`src/rtl/pipeline_hazard_ctrl.sv`:
```
// Stall/flush/interrupt sequencer beside decode. Handles load-use stalls, taken-branch flushes and multi-cycle interrupt entry.
// Latency: hazard outputs are combinational from the inputs. Interrupt entry takes DRAIN_CYCLES+3 cycles after leaving IDLE.
// Backpressure: stalls with pc_write_o/ifid_write_o low and inserts bubbles with idex_flush_o. Interrupt entry is deferred while a hazard is present.
//
// Ports:
//   clk_i, rst_ni                         clock (rising edge) and asynchronous active-low reset
//   id_rsrc_i/id_rdst_i/id_use_*_i         decode-stage register reads
//   ex_mem_read_i/ex_rd_i/ex_branch_i      EX-stage load and taken-branch info
//   int_req_i                             level interrupt request, latched internally
//   pc_write_o ... int_ack_o              pipeline control outputs
//   stall_count_o                         saturating load-use stall counter
// Optional feature macro: STALL_CNT_EN. When it is undefined, stall_count_o is tied to 0.
module pipeline_hazard_ctrl #(
    parameter int REG_AW       = 3,
    parameter int DRAIN_CYCLES = 3,
    parameter int CNT_W        = 16
) (
    input  logic              clk_i,
    input  logic              rst_ni,
    input  logic [REG_AW-1:0] id_rsrc_i,
    input  logic [REG_AW-1:0] id_rdst_i,
    input  logic              id_use_src_i,
    input  logic              id_use_dst_i,
    input  logic              ex_mem_read_i,
    input  logic [REG_AW-1:0] ex_rd_i,
    input  logic              ex_branch_i,
    input  logic              int_req_i,
    output logic              pc_write_o,
    output logic              ifid_write_o,
    output logic              ifid_flush_o,
    output logic              idex_flush_o,
    output logic              int_push_pc_o,
    output logic              int_push_flags_o,
    output logic              int_vector_o,
    output logic              int_ack_o,
    output logic [CNT_W-1:0]  stall_count_o
);

    localparam int DW = (DRAIN_CYCLES > 1) ? $clog2(DRAIN_CYCLES) : 1;

    typedef enum logic [2:0] {
        ST_IDLE,
        ST_DRAIN,
        ST_PUSH_PC,
        ST_PUSH_FLAGS,
        ST_VECTOR
    } state_t;

    state_t          state_q, state_d;
    logic [DW-1:0]   drain_q, drain_d;
    logic            int_q, int_d;

    logic            lu;
    logic            pw_c, iw_c, iff_c, idf_c, ppc_c, pfl_c, vec_c, ack_c;

    // Load-use: R0 is not special-cased, a load to R0 still stalls a reader of R0.
    assign lu = ex_mem_read_i &
                ((id_use_src_i & (id_rsrc_i == ex_rd_i)) |
                 (id_use_dst_i & (id_rdst_i == ex_rd_i)));

    always_comb begin
        state_d = state_q;
        drain_d = drain_q;
        pw_c    = 1'b1;
        iw_c    = 1'b1;
        iff_c   = 1'b0;
        idf_c   = 1'b0;
        ppc_c   = 1'b0;
        pfl_c   = 1'b0;
        vec_c   = 1'b0;
        ack_c   = 1'b0;
        case (state_q)
            ST_IDLE: begin
                if (ex_branch_i) begin
                    iff_c = 1'b1;
                    idf_c = 1'b1;
                end else if (lu) begin
                    pw_c  = 1'b0;
                    iw_c  = 1'b0;
                    idf_c = 1'b1;
                end
                // Interrupt waits until the hazard cycle has been serviced.
                if (int_q && !ex_branch_i && !lu) begin
                    state_d = ST_DRAIN;
                    drain_d = DW'(DRAIN_CYCLES - 1);
                end
            end
            ST_DRAIN: begin
                // A branch already in EX still redirects so the pushed PC is its target.
                pw_c  = ex_branch_i;
                iff_c = ex_branch_i;
                iw_c  = 1'b0;
                idf_c = 1'b1;
                if (drain_q == '0) begin
                    state_d = ST_PUSH_PC;
                end else begin
                    drain_d = drain_q - 1'b1;
                end
            end
            ST_PUSH_PC: begin
                pw_c    = 1'b0;
                iw_c    = 1'b0;
                idf_c   = 1'b1;
                ppc_c   = 1'b1;
                state_d = ST_PUSH_FLAGS;
            end
            ST_PUSH_FLAGS: begin
                pw_c    = 1'b0;
                iw_c    = 1'b0;
                idf_c   = 1'b1;
                pfl_c   = 1'b1;
                state_d = ST_VECTOR;
            end
            ST_VECTOR: begin
                iff_c   = 1'b1;
                idf_c   = 1'b1;
                vec_c   = 1'b1;
                ack_c   = 1'b1;
                state_d = ST_IDLE;
            end
            default: begin
                state_d = ST_IDLE;
            end
        endcase
    end

    // A request still high on the ack edge re-arms the latch.
    assign int_d = int_req_i | (int_q & ~ack_c);

    always_ff @(posedge clk_i or negedge rst_ni) begin
        if (!rst_ni) begin
            state_q <= ST_IDLE;
            drain_q <= '0;
            int_q   <= 1'b0;
        end else begin
            state_q <= state_d;
            drain_q <= drain_d;
            int_q   <= int_d;
        end
    end

    // Outputs are forced to their idle values while reset is held, independent of inputs.
    assign pc_write_o       = ~rst_ni | pw_c;
    assign ifid_write_o     = ~rst_ni | iw_c;
    assign ifid_flush_o     = rst_ni & iff_c;
    assign idex_flush_o     = rst_ni & idf_c;
    assign int_push_pc_o    = rst_ni & ppc_c;
    assign int_push_flags_o = rst_ni & pfl_c;
    assign int_vector_o     = rst_ni & vec_c;
    assign int_ack_o        = rst_ni & ack_c;

`ifdef STALL_CNT_EN
    logic [CNT_W-1:0] cnt_q, cnt_d;

    always_comb begin
        cnt_d = cnt_q;
        if ((state_q == ST_IDLE) && lu && !ex_branch_i && (cnt_q != {CNT_W{1'b1}})) begin
            cnt_d = cnt_q + CNT_W'(1);
        end
    end

    always_ff @(posedge clk_i or negedge rst_ni) begin
        if (!rst_ni) begin
            cnt_q <= '0;
        end else begin
            cnt_q <= cnt_d;
        end
    end

    assign stall_count_o = cnt_q;
`else
    assign stall_count_o = '0;
`endif

endmodule
```
`config.mk`:
```
export PLATFORM = sky130hd
export DESIGN_NAME = pipeline_hazard_ctrl
export DESIGN_NICKNAME = d
export VERILOG_FILES = /design/src/rtl/pipeline_hazard_ctrl.sv
export SDC_FILE = /design/constraint.sdc
export NUM_CORES = 1
export LEC_CHECK = 0
export BUFFER_PORTS_ARGS = -buffer_cell sky130_fd_sc_hd__buf_2
export CAP_MARGIN = 20
export CORE_MARGIN = 5
export CORE_UTILIZATION = 44
export DETAILED_ROUTE_END_ITERATION = 6
export PLACE_DENSITY = 0.81
export SLEW_MARGIN = 30
export SYNTH_ARGS = -nofsm -noshare
export SYNTH_HDL_FRONTEND = slang
export SYNTH_SLANG_ARGS = --single-unit
```
`constraint.sdc`:
```
create_clock -name clk_i -period 3.41 [get_ports clk_i]
set_input_delay 0.1705 -clock clk_i [delete_from_list [all_inputs] [get_ports clk_i]]
set_output_delay 0.1705 -clock clk_i [all_outputs]
set_load 0.01 [all_outputs]
```
# Word level (Yosys, flattened, before mapping)
# Index checks and enable logic that the tools add are counted.
[totals]
out_inout_bits = 24
reg_bits = 6
input_bits = 16
[classes]
bitwise_logic = 15
addsub = 1
mux = 18
n_reduce_logical = 12
n_eq_ne = 9
[ops]
columns = ["operator", "n"]
rows = [
  ["$pmux W3 S4", 1],
  ["$and A1 B1 Y1", 9],
  ["$mux W1", 8],
  ["$eq A3 B2 Y1 const B", 2],
  ["$eq A3 B3 Y1", 2],
  ["$mux W3", 2],
  ["$ne A2 B2 Y1 const B", 3],
  ["$pmux W1 S3", 2],
  ["$mux W2", 2],
  ["$or A1 B1 Y1", 4],
  ["$pmux W1 S2", 2],
  ["$pmux W2 S2", 1],
  ["$reduce_or A4 Y1", 1],
  ["$eq A3 B1 Y1 const B", 1],
  ["$eq A3 B3 Y1 const B", 1],
  ["$logic_not A3 Y1", 1],
  ["$reduce_and A3 Y1", 1],
  ["$reduce_or A3 Y1", 1],
  ["$logic_and A1 B1 Y1", 2],
  ["$logic_not A1 Y1", 2],
  ["$logic_not A2 Y1", 1],
  ["$not A1 Y1", 2],
  ["$reduce_and A2 Y1", 1],
  ["$reduce_bool A2 Y1", 1],
  ["2 further kinds", 2],
]

# Logic depth before layout (Yosys ltp)
[logic_depth]
depth_word = 8
mapped_depth = 5
ltp_nobuf = 5

# Worst setup path before layout
# OpenSTA, ideal clock, no wires.
[synth_path]
path_kind = "register -> output"
startpoint = "register state_q[1]"
endpoint = "output port idex_flush_o"
setup_slack_ns = 2.109
path_stages_with_launch = 6
arrival_ns = 1.130
cell_sequence = "dfrtp_1 > buf_2 > or2_2 > nand2_1 > nand2_1 > a21oi_1"
[synth_between]
elab_chain_len = 4
[synth_lines]
columns = ["item", "line_no", "text"]
rows = [
  ["start, declared", "49", "state_t state_q, state_d;"],
  ["start signal, assigned", "136", "state_q <= state_d;"],
  ["$eq A3 B1 Y1 (tied with other cells)", "72", "case (state_q)"],
  ["$reduce_or A4 Y1 (no source line)", "--", ""],
  ["$pmux W1 S2 *", "72", ""],
  ["$and A1 B1 Y1 *", "146", "assign idex_flush_o = rst_ni & idf_c;"],
  ["end, declared", "31", "output logic idex_flush_o,"],
]
# Mark *: on every way between the ends. The rest lies on a longest branch, timed or not.

# Worst setup path after layout
# Ends and elaborated chain as after synthesis.

==> metrics.txt <==
status=complete, no violations; VDD IR max=373 uV; FMAX=~610 MHz; crit path launch type=register; initial antenna violation count=0; Synth Register Bits=6; max_cap viols=0; Starting Density=0.475; Overflow after GRT=0; CTS H-tree depth=1; endpoints failing hold=0; layout cells sized above 1=0.337; Fin Clk Skew=0.00786 ns; Post-Route WL=1290 microns; FILL cells=between 100 and 150; Pleak=0.368 nW; DPL Wire Length=1100 microns; largest net degree at the start of global routing=12; diode count=0; Cells after Synth=75; final core occ=0.539; RSZ-0062 raised after global routing=false; min Tclk post-route=roughly 1.6 ns; worst setup slack after placement=a little over 2 ns; post-synth cell types=29; crit end category=output port; worst hold path class=input pin to register; drt wl/cell=~11 microns; Total Routing Usage GR=0.130; clock slew seen by the registers of the worst setup and hold paths=approximately 0.05 ns; Final Net Count=~120; CTS Buffer Depth=2; Pwr Density=635 mW/mm^2; first-pass GRT wire length=2100 microns; Critical R2R Launch=state_q[2]; drt pass-1 iters=4; post_cts resized=0; YS warnings=0; Crit path required time=around 3.2 ns; Port Buffers=23; commonest non-fill, non-tap cells in the layout=buf_2 (23), conb_1 (16), xnor2_1 (7); initial DRC count=6; worst hold margin=about 0.12 ns; Num CTS Buffers=3; TNS Setup=0 ns; synthesized area=between 600 and 700 sq um; DRC=0; area delta synth->final=13.6%; post-detailed-route via-to-cell ratio=4.76; Ports=40; TritonCTS Sinks=6; setup ws final=roughly 1.8 ns; sequential share of the synthesized area=0.240; critical path's most frequent cell=nand2_1; Worst Path Class, Setup=register to output port; remaining antenna violation count after routing=0; Synth Area per Inst=between 8 and 9 sq um; fin crit share=0.477; Routability Congestion=~0.79; leading cell type in the layout, fill and taps excluded=buf_2; core area=around 0.0013 sq mm; via count=about 540; hold path startpoint=int_req_i; Worst path slowest cell=dfrtp_1; CP startpoint=state_q[1]; Max Slew Vio Count=0; Die ar.=0.00228 sq mm; CP Cell Sequence=or2_2, nand2_1, nand2_1, a21oi_1, buf_2; row count=13; number of global-route vias before repair=502; CTS tree=done; Critical Path AT=1.46 ns; Setup-failing EPs final=0; largest stage delay on the critical path=approximately 0.47 ns; Die H=between 40 and 50 microns; CTS Root Cell=clkbuf_4; die width=47.7 microns; Crit Path Max Fanout=9; clk_lat worst skew=0.25 ns
## worst paths after layout
kind / endpoint / slack [ns] / depth (start not counted)
worst max-delay path: idex_flush_o / 1.78 / 5
worst min-delay path: int_q / 0.12 / 2
worst max register to register: drain_q[1] / 2.05 / 3
worst min register to register: drain_q[0] / 0.53 / 1
max in group asynchronous: int_q / 2.91 / 2
min in group asynchronous: state_q[0] / 0.32 / 2
## flip-flops by register name (all words and copies together), names as in the netlist
register  count
state_q       3
drain_q       2
int_q         1
## critical path, delay by kind of cell, from the launching register on
kind	cells	cell delay [ns]
simple gates	3	0.48
buf+inv	1	0.14
compound gates	1	0.11
flops	1	0.47
## repair_timing
item,in CTS,in global routing
buffers inserted,0,0
hold endpoints to repair,6,0
hold buffers,1,0
## per-layer routing
layer / track usage / vias up / part of all wire
li1: - / 267 / -
met1: 0.150 / 241 / 0.36
met2: 0.219 / 30 / 0.52
met3: 0.0639 / 0 / 0.12
met4: 0.0269 / 0 / 0
met5: 0 / - / 0
## logic make-up after synthesis
family | share of synthesized area
AOI/OAI and AO/OA | 0.146
xor gates and xnor gates | 0.0980
adders and majority gates | 0.0200
buffers and inverters | 0.250
DFF | 0.240
muxes | 0.0320
other | 0.00599
and+or+nand+nor | 0.208
## where the power goes
group          switching (mW)  total [mW]  internal (mW)
sequential             0.0397       0.138         0.0986
clock                  0.0260      0.0659         0.0398
combinational           0.127       0.247          0.120
## layout make-up
type                            count  area (sq um)  area share
Inverter                            5          18.8      0.0264
Tap cell                           15          18.8      0.0264
Clock buffer                        3          22.5      0.0317
Multi-Input combinational cell     60           375       0.528
Sequential cell                     6           150       0.211
Timing Repair Buffer               24           125       0.176
## synthesized netlist by cell type, drive strengths merged
library cell | instances | share of area
or2 | 1 | 0.010
and3 | 1 | 0.010
nor3b | 1 | 0.012
a21o | 2 | 0.026
inv | 5 | 0.030
nand3b | 1 | 0.012
nor2 | 7 | 0.046
a31oi | 1 | 0.010
xnor2 | 7 | 0.098
mux2i | 2 | 0.032
a21oi | 3 | 0.024
dfrtp | 6 | 0.24
nand3 | 1 | 0.0080
nand2 | 6 | 0.036
buf | 19 | 0.22
o221a | 1 | 0.018
o221ai | 1 | 0.014
nand4 | 2 | 0.020
a41oi | 1 | 0.026
nor4 | 1 | 0.034
nor2b | 1 | 0.010
conb | 1 | 0.0060
nand2b | 1 | 0.010
ha | 1 | 0.020
a31o | 2 | 0.028
## stage by stage
| step | cell area (sq um) | total power [mW] | instances |
|---|---|---|---|
| after floorplan | 682 | 0.342 | 90 |
| final | 711 | 0.451 | 113 |
| after global placement | 678 | 0.376 | 109 |
| after CTS | 711 | 0.456 | 113 |
| after global routing | 711 | 0.491 | 113 |
| after detailed placement | 678 | 0.385 | 109 |
(Power assumes the default switching activity.)
